## src/rtl/wb_openram_bank_shim_pkg.sv

```systemverilog
// Shared types and helpers for the multi-bank OpenRAM Wishbone shim.
package wb_openram_pkg;

   // Transaction FSM states.
   typedef enum logic [2:0] {
      IDLE,
      WRITE,
      READ,
      ACK,
      ERR
   } state_t;

   // Read-latency counter width; holds the largest supported latency (4).
   localparam int CNT_W = 3;

   // Ceiling log2, constant-evaluable for parameter derivation.
   function automatic int clog2(input int value);
      int res;
      int rem;
      res = 0;
      rem = value - 1;
      while (rem > 0) begin
         res = res + 1;
         rem = rem >> 1;
      end
      return res;
   endfunction

   // Bank index width; a single bank still gets one index bit.
   function automatic int bank_bits(input int num_banks);
      return (num_banks > 1) ? clog2(num_banks) : 1;
   endfunction

   // Number of byte lanes in a data word.
   function automatic int bytes_of(input int data_width);
      return data_width / 8;
   endfunction

endpackage

```

## src/rtl/wb_openram_bank_shim_if.sv

```systemverilog
// Wishbone-classic slave bus bundle between the management core and the shim.
interface wb_openram_bank_shim_if #(
   parameter int DATA_WIDTH = 32
);
   logic                    wbs_cyc_i;
   logic                    wbs_stb_i;
   logic                    wbs_we_i;
   logic [DATA_WIDTH/8-1:0] wbs_sel_i;
   logic [31:0]             wbs_adr_i;
   logic [DATA_WIDTH-1:0]   wbs_dat_i;
   logic                    wbs_ack_o;
   logic                    wbs_err_o;
   logic [DATA_WIDTH-1:0]   wbs_dat_o;

   modport slave (
      input  wbs_cyc_i, wbs_stb_i, wbs_we_i, wbs_sel_i, wbs_adr_i, wbs_dat_i,
      output wbs_ack_o, wbs_err_o, wbs_dat_o
   );

   modport master (
      output wbs_cyc_i, wbs_stb_i, wbs_we_i, wbs_sel_i, wbs_adr_i, wbs_dat_i,
      input  wbs_ack_o, wbs_err_o, wbs_dat_o
   );
endinterface

```

## src/rtl/wb_openram_bank_shim_rd_mux.sv

```systemverilog
// Picks the latched bank's slice out of the concatenated macro dout bus.
module openram_rd_mux #(
   parameter int NUM_BANKS  = 2,
   parameter int DATA_WIDTH = 32,
   parameter int BANK_BITS  = 1
) (
   input  logic [NUM_BANKS*DATA_WIDTH-1:0] dout_i,
   input  logic [BANK_BITS-1:0]            bank_i,
   output logic [DATA_WIDTH-1:0]           data_o
);

   // Slice select; bank 0 sits in the LSBs.
   always_comb begin
      data_o = '0;
      for (int i = 0; i < NUM_BANKS; i++) begin
         if (32'(bank_i) == i) begin
            data_o = dout_i[i*DATA_WIDTH +: DATA_WIDTH];
         end
      end
   end

endmodule

```

## src/rtl/wb_openram_bank_shim.sv

```systemverilog
// Wishbone-classic slave mapping a byte window onto NUM_BANKS single-port
// OpenRAM 1rw macros. Every output, including the macro controls, is a flop.
module wb_openram_bank_shim
   import wb_openram_pkg::*;
#(
   parameter int NUM_BANKS    = 2,
   parameter int ADDR_WIDTH   = 8,
   parameter int DATA_WIDTH   = 32,
   parameter int READ_LATENCY = 1
) (
   input  logic                           wb_clk_i,
   input  logic                           resetb,
   wb_openram_bank_shim_if.slave          wbs,
   output logic [NUM_BANKS-1:0]           ram_csb_o,
   output logic                           ram_web_o,
   output logic [DATA_WIDTH/8-1:0]        ram_wmask_o,
   output logic [ADDR_WIDTH-1:0]          ram_addr_o,
   output logic [DATA_WIDTH-1:0]          ram_din_o,
   input  logic [NUM_BANKS*DATA_WIDTH-1:0] ram_dout_i
);

   localparam int BANK_BITS = bank_bits(NUM_BANKS);
   localparam int BYTES     = bytes_of(DATA_WIDTH);
   localparam int BANK_LSB  = ADDR_WIDTH + 2;
   localparam int BANK_MSB  = ADDR_WIDTH + BANK_BITS + 1;

   state_t                  state_q, state_d;
   logic [NUM_BANKS-1:0]    csb_q, csb_d;
   logic                    web_q, web_d;
   logic [BYTES-1:0]        wmask_q, wmask_d;
   logic [ADDR_WIDTH-1:0]   addr_q, addr_d;
   logic [DATA_WIDTH-1:0]   din_q, din_d;
   logic                    ack_q, ack_d;
   logic                    err_q, err_d;
   logic [DATA_WIDTH-1:0]   dat_q, dat_d;
   logic [CNT_W-1:0]        cnt_q, cnt_d;
   logic [BANK_BITS-1:0]    bank_q, bank_d;

   logic [ADDR_WIDTH-1:0]   req_word;
   logic [BANK_BITS-1:0]    req_bank;
   logic                    req_bank_ok;
   logic                    req;
   logic [DATA_WIDTH-1:0]   rd_data;
   logic                    unused_adr;

   // Address decode: byte offset and bits above the bank field are don't-care.
   always_comb begin
      req_word    = wbs.wbs_adr_i[BANK_LSB-1:2];
      req_bank    = wbs.wbs_adr_i[BANK_MSB:BANK_LSB];
      req_bank_ok = (32'(req_bank) < NUM_BANKS);
      req         = wbs.wbs_cyc_i && wbs.wbs_stb_i;
   end

   assign unused_adr = ^{wbs.wbs_adr_i[31:BANK_MSB+1], wbs.wbs_adr_i[1:0]};

   openram_rd_mux #(
      .NUM_BANKS  (NUM_BANKS),
      .DATA_WIDTH (DATA_WIDTH),
      .BANK_BITS  (BANK_BITS)
   ) u_rd_mux (
      .dout_i (ram_dout_i),
      .bank_i (bank_q),
      .data_o (rd_data)
   );

   // Next-state and next-output logic; csb/web/wmask default to idle each cycle
   // so a macro access lasts exactly one clock.
   always_comb begin
      state_d = state_q;
      csb_d   = '1;
      web_d   = 1'b1;
      wmask_d = '0;
      addr_d  = addr_q;
      din_d   = din_q;
      ack_d   = 1'b0;
      err_d   = 1'b0;
      dat_d   = dat_q;
      cnt_d   = cnt_q;
      bank_d  = bank_q;

      unique case (state_q)
         IDLE: begin
            if (req) begin
               if (!req_bank_ok) begin
                  state_d = ERR;
               end else if (wbs.wbs_we_i) begin
                  state_d = WRITE;
                  csb_d   = ~(NUM_BANKS'(1) << req_bank);
                  web_d   = 1'b0;
                  wmask_d = wbs.wbs_sel_i;
                  addr_d  = req_word;
                  din_d   = wbs.wbs_dat_i;
               end else begin
                  state_d = READ;
                  csb_d   = ~(NUM_BANKS'(1) << req_bank);
                  addr_d  = req_word;
                  cnt_d   = CNT_W'(READ_LATENCY);
                  bank_d  = req_bank;
               end
            end
         end
         // Macro samples the write on this cycle's closing edge; ack follows.
         WRITE: begin
            state_d = wbs.wbs_cyc_i ? ACK : IDLE;
            ack_d   = wbs.wbs_cyc_i;
         end
         // Unmapped bank: one dead cycle mirrors the write slot, then err.
         ERR: begin
            state_d = wbs.wbs_cyc_i ? ACK : IDLE;
            err_d   = wbs.wbs_cyc_i;
         end
         READ: begin
            if (!wbs.wbs_cyc_i) begin
               state_d = IDLE;
               cnt_d   = '0;
            end else if (cnt_q == '0) begin
               state_d = ACK;
               ack_d   = 1'b1;
               dat_d   = rd_data;
            end else begin
               cnt_d = cnt_q - CNT_W'(1);
            end
         end
         // Response pulse cycle (ack or err); stb is not sampled here.
         ACK: begin
            state_d = IDLE;
         end
         default: begin
            state_d = IDLE;
         end
      endcase
   end

   // State and output registers with asynchronous reset.
   always_ff @(posedge wb_clk_i or negedge resetb) begin
      if (!resetb) begin
         state_q <= IDLE;
         csb_q   <= '1;
         web_q   <= 1'b1;
         wmask_q <= '0;
         addr_q  <= '0;
         din_q   <= '0;
         ack_q   <= 1'b0;
         err_q   <= 1'b0;
         dat_q   <= '0;
         cnt_q   <= '0;
         bank_q  <= '0;
      end else begin
         state_q <= state_d;
         csb_q   <= csb_d;
         web_q   <= web_d;
         wmask_q <= wmask_d;
         addr_q  <= addr_d;
         din_q   <= din_d;
         ack_q   <= ack_d;
         err_q   <= err_d;
         dat_q   <= dat_d;
         cnt_q   <= cnt_d;
         bank_q  <= bank_d;
      end
   end

   assign ram_csb_o     = csb_q;
   assign ram_web_o     = web_q;
   assign ram_wmask_o   = wmask_q;
   assign ram_addr_o    = addr_q;
   assign ram_din_o     = din_q;
   assign wbs.wbs_ack_o = ack_q;
   assign wbs.wbs_err_o = err_q;
   assign wbs.wbs_dat_o = dat_q;

endmodule

```

## src/flat_wrapper.sv

```systemverilog
// flat-port wrapper written by rule: the top's interface ports become plain ports
module wb_openram_bank_shim_flat import wb_openram_pkg::*;
#(
   parameter int NUM_BANKS    = 2,
   parameter int ADDR_WIDTH   = 8,
   parameter int DATA_WIDTH   = 32,
   parameter int READ_LATENCY = 1
)
  (wb_clk_i, resetb, ram_csb_o, ram_web_o, ram_wmask_o, ram_addr_o, ram_din_o, ram_dout_i, wbs_wbs_cyc_i, wbs_wbs_stb_i, wbs_wbs_we_i, wbs_wbs_sel_i, wbs_wbs_adr_i, wbs_wbs_dat_i, wbs_wbs_ack_o, wbs_wbs_err_o, wbs_wbs_dat_o);
  wb_openram_bank_shim_if #(.DATA_WIDTH(DATA_WIDTH)) wbs_i ();
  input  logic wb_clk_i;
  input  logic resetb;
  output logic [NUM_BANKS-1:0] ram_csb_o;
  output logic ram_web_o;
  output logic [DATA_WIDTH/8-1:0] ram_wmask_o;
  output logic [ADDR_WIDTH-1:0] ram_addr_o;
  output logic [DATA_WIDTH-1:0] ram_din_o;
  input  logic [NUM_BANKS*DATA_WIDTH-1:0] ram_dout_i;
  input wire logic [$bits(wbs_i.wbs_cyc_i)-1:0] wbs_wbs_cyc_i;
  input wire logic [$bits(wbs_i.wbs_stb_i)-1:0] wbs_wbs_stb_i;
  input wire logic [$bits(wbs_i.wbs_we_i)-1:0] wbs_wbs_we_i;
  input wire logic [$bits(wbs_i.wbs_sel_i)-1:0] wbs_wbs_sel_i;
  input wire logic [$bits(wbs_i.wbs_adr_i)-1:0] wbs_wbs_adr_i;
  input wire logic [$bits(wbs_i.wbs_dat_i)-1:0] wbs_wbs_dat_i;
  output wire logic [$bits(wbs_i.wbs_ack_o)-1:0] wbs_wbs_ack_o;
  output wire logic [$bits(wbs_i.wbs_err_o)-1:0] wbs_wbs_err_o;
  output wire logic [$bits(wbs_i.wbs_dat_o)-1:0] wbs_wbs_dat_o;
  assign wbs_i.wbs_cyc_i = wbs_wbs_cyc_i;
  assign wbs_i.wbs_stb_i = wbs_wbs_stb_i;
  assign wbs_i.wbs_we_i = wbs_wbs_we_i;
  assign wbs_i.wbs_sel_i = wbs_wbs_sel_i;
  assign wbs_i.wbs_adr_i = wbs_wbs_adr_i;
  assign wbs_i.wbs_dat_i = wbs_wbs_dat_i;
  assign wbs_wbs_ack_o = wbs_i.wbs_ack_o;
  assign wbs_wbs_err_o = wbs_i.wbs_err_o;
  assign wbs_wbs_dat_o = wbs_i.wbs_dat_o;
  wb_openram_bank_shim #(.NUM_BANKS(NUM_BANKS), .ADDR_WIDTH(ADDR_WIDTH), .DATA_WIDTH(DATA_WIDTH), .READ_LATENCY(READ_LATENCY)) u_core (.wb_clk_i(wb_clk_i), .resetb(resetb), .wbs(wbs_i), .ram_csb_o(ram_csb_o), .ram_web_o(ram_web_o), .ram_wmask_o(ram_wmask_o), .ram_addr_o(ram_addr_o), .ram_din_o(ram_din_o), .ram_dout_i(ram_dout_i));
endmodule
```

## config.mk

```make
export PLATFORM = sky130hd
export DESIGN_NAME = wb_openram_bank_shim_flat
export DESIGN_NICKNAME = d
export VERILOG_FILES = /design/src/rtl/wb_openram_bank_shim_pkg.sv /design/src/rtl/wb_openram_bank_shim_if.sv /design/src/rtl/wb_openram_bank_shim_rd_mux.sv /design/src/rtl/wb_openram_bank_shim.sv /design/src/flat_wrapper.sv
export SDC_FILE = /design/constraint.sdc
export NUM_CORES = 1
export LEC_CHECK = 0
export BUFFER_PORTS_ARGS = -buffer_cell sky130_fd_sc_hd__buf_4
export CAP_MARGIN = 5
export CORE_ASPECT_RATIO = 0.5
export CORE_MARGIN = 3
export CORE_UTILIZATION = 44
export CTS_CLUSTER_DIAMETER = 200
export DETAILED_ROUTE_END_ITERATION = 8
export PLACE_DENSITY = 0.83
export SETUP_SLACK_MARGIN = 0.4
export SLEW_MARGIN = 5
export SYNTH_ARGS = -nofsm -noshare
export SYNTH_HDL_FRONTEND = slang
export SYNTH_SLANG_ARGS = --single-unit
```

## constraint.sdc

```tcl
create_clock -name wb_clk_i -period 2.2 [get_ports wb_clk_i]
set_input_delay 0.44 -clock wb_clk_i [delete_from_list [all_inputs] [get_ports wb_clk_i]]
set_output_delay 0.44 -clock wb_clk_i [all_outputs]
set_load 0.05 [all_outputs]
```

==> run_results.csv <==
group,metric,value,unit
synthesis,syn_nets,434,
placed_design,dp_slack,0.388,ns
die,pin_count,218,
die,dieHeight,71.5,microns
power_and_ir_drop,comb_power_share,54.6,%
sta,finalSetupTns,0,ns
detailed_routing,drt-initial-drc-count,168,
power_and_ir_drop,sw_frac_of_total,45.6,%
layout,final_util,70.1,%
setup_path,crit_required,2.42,ns
synthesis,ys_seq_area_share,57.1,%
setup_path,start_kind,"register",
sta,fin_ws,0.456,ns
clock_tree,root_buffer,"clkbuf_16",
die,fp.dieW,137,microns
synthesis,synth_warnings,0,
synthesis,synth-edff-count,0,
synthesis,synthesis.area,0.00378,sq mm
synthesis,yosys-top-cells-count,"dfrtp_1 (83), nand2_1 (37), mux2i_1 (32), o21ai_0 (32), mux2_4 (25)",
sta,whs,0.0981,ns
synthesis,synth_most_common_cell,"dfrtp_1",
placed_design,globalplace.congestion,0.804,
detailed_routing,drt-total-wl,9.89,mm
die,start_util,46.2,%
clock_tree,insertion_delay,0.34,ns
setup_path,worstSetupPathType,"reg2reg",
detailed_routing,firstDrtPassIters,4,
power_and_ir_drop,p_leak,0.00301,uW
clock_tree,clk_path_buf_depth,2,
setup_path,crit_fanout,7,
global_route,grt_pass1_vias,3035,
power_and_ir_drop,ir_drop,825,uV
die,num_rows,23,
detailed_routing,ant_nets,0,
clock_tree,path_clk_slew,0.06,ns
global_route,grt.overflow.total,0,
power_and_ir_drop,switchingPower,4360,uW
synthesis,netlist_top_cells_area,"dfrtp_1 (55%), mux2_4 (9.9%), mux2i_1 (8.5%)",
synthesis,synth_top_area_share,55.0,%
sta,setup_viol,0,
setup_path,cp-end-kind,"register",
power_and_ir_drop,p_clk_share,16.8,%
layout,diodes,0,
detailed_routing,wl_per_cell,16.3,microns
synthesis,synth_cell_types,30,
clock_tree,cts_tree,"yes",
detailed_routing,vias_per_cell,4.83,
global_route,grt_pass1_wl,14.7,mm
power_and_ir_drop,p_seq_share,28.6,%
placed_design,hpwl,7.44,mm
synthesis,synthFlopType,"dfrtp_1",
sta,worst_slew_pin_slew,0.588,ns
sta,period_share,79.3,%
synthesis,syn_avg_cell_area,13.0,sq um
detailed_routing,drc_errors,0,
synthesis,ys_async_sr_fraction,100,%
power_and_ir_drop,power.internal,5190,uW
setup_path,critPathArrivalTime,1.97,ns
sta,rsz0062_at_grt,"no",
power_and_ir_drop,p_per_area,1670,mW/mm^2
layout,stdcell_count,607,
placed_design,io_buffers,193,
global_route,grt_use_total,19.6,%
placed_design,placed_cells_incl_taps,585,
run,max_cap_viol_count,0,
hold_path,hp-class,"in2async",
run_status,outcome,"finished, final reports clean",
die,dieArea,0.00980,sq mm
synthesis,synthCells,290,
die,fp.coreArea,0.00817,sq mm
sta,drv_slew,0,
sta,max_freq,574,MHz
synthesis,synth-seq-cells,86,
global_route,grt_max_degree,66,
layout,final_nets,634,
clock_tree,cts_buffers,9,
sta,slew_headroom,60.8,%
layout,drive_gt1_share,56.0,%
detailed_routing,vias,2934,
sta,skew,0.00758,ns
sta,final-hold-violation-count,0,
clock_tree,cts_sinks,86,
synthesis,synth.largest_area_cell,"dfrtp_1",
layout,nFillCells,610,
sta,period_needed,1.74,ns
global_route,antenna_found_initial,0,
layout,syn2layout_area_growth,51.7,%
clock_tree,htreeDepth,3,
-- repair_timing --
action                                  CTS  global route
resized for setup                         1             3
buffers inserted                          5             1
gates cloned                              0             0
endpoints found under the setup margin    6             4
hold buffers                              0             0
pin swaps                                 2             1
-- metal layers --
metal	share of wire [%]	vias to the layer above	track usage [%]
li1	-	1389	-
met1	36	1458	20.7
met3	4.3	18	5.40
met5	0	-	0
met2	58	69	37.9
met4	2.0	0	6.42
-- flip-flops by register name (all words and copies together) (netlist names) --
name	count
u_core.wbs.wbs_dat_o	32
u_core.ram_addr_o	8
u_core.state_q	2
u_core.ram_csb_o	2
u_core.ram_din_o	32
u_core.ram_wmask_o	4
u_core.cnt_q	3
u_core.ram_web_o	1
u_core.wbs.wbs_ack_o	1
u_core.bank_q	1
-- critical path, cell delays in order (launching register included) --
cell	delay, ns
dfrtp_2	0.43
inv_1	0.09
ha_2	0.21
buf_4	0.16
nand4b_1	0.17
a21boi_2	0.21
mux2_2	0.35
-- kinds of logic (layout without fill, tap and decap cells) --
family,count (synthesis),count (layout),share of synthesized area [%]
adders and majority gates,7,7,2.32
buffers and inverters,27,232,3.94
DFF,86,86,57.1
other,1,1,0.0993
muxes,77,77,24.4
AOI/OAI and AO/OA,40,40,5.80
and+or+nand+nor,52,52,6.36
-- worst paths after layout --
| kind | startpoint | end | slack (ns) | depth (start not counted) |
|---|---|---|---|---|
| setup reg to reg | u_core.state_q[1]$_DFFE_PN0P_ | u_core.cnt_q[1]$_DFFE_PN0P_ | 0.46 | 6 |
| hold reg to reg | u_core.wbs.wbs_dat_o[17]$_DFFE_PN0P_ | u_core.wbs.wbs_dat_o[17]$_DFFE_PN0P_ | 0.48 | 2 |
| setup / recovery | u_core.state_q[1]$_DFFE_PN0P_ | u_core.cnt_q[1]$_DFFE_PN0P_ | 0.46 | 6 |
| max in group asynchronous | resetb | u_core.wbs.wbs_dat_o[14]$_DFFE_PN0P_ | 1.46 | 2 |
| min in group wb_clk_i | wbs_wbs_adr_i[10] | u_core.ram_csb_o[1]$_DFF_PN1_ | 0.31 | 2 |
| hold / removal | resetb | u_core.ram_din_o[8]$_DFFE_PN0P_ | 0.1 | 1 |
-- per-stage QoR --
step	power, uW	area (sq um)
2_1_floorplan	6280	3780
3_3_place_gp	7810	5350
3_5_place_dp	7950	5350
4_1_cts	9600	5710
5_1_grt	9970	5730
6_report	9550	5730
-- power by group through the flow --
stage | clock network (uW) | logic, uW | registers, uW
finish | 1600 | 5220 | 2730
global route | 1700 | 5450 | 2820
global placement | 0 | 5100 | 2710
floorplan | 0 | 1410 | 4880
detailed placement | 0 | 5190 | 2760
CTS | 1630 | 5230 | 2740
-- cell usage in the layout (no fill, tap or decap), types with 2 or more instances in the layout --
master       n
nand2b_1     2
bufinv_16    2
clkbuf_16    9
clkbuf_1     2
dfrtp_1     81
nand3_2      2
buf_4      202
mux2_4      25
dfstp_2      3
mux2i_1     32
ha_1         6
inv_1       10
nor2_1       6
clkinv_2     2
a21oi_1      2
mux2_2      20
nand2_1     37
o21ai_0     32
dfrtp_2      2
buf_12       3
-- area by class of cell --
class / count / area, sq um / share of cell area [%]
tap: 112 / 140 / 2.45
inverter: 10 / 37.5 / 0.655
sequential: 86 / 2160 / 37.7
timing repair buffer: 206 / 1590 / 27.7
clock inverter: 4 / 70.1 / 1.22
clock buffer: 12 / 246 / 4.30
multi-input combinational: 177 / 1490 / 26.0
Power figures use the tool's default switching activity.
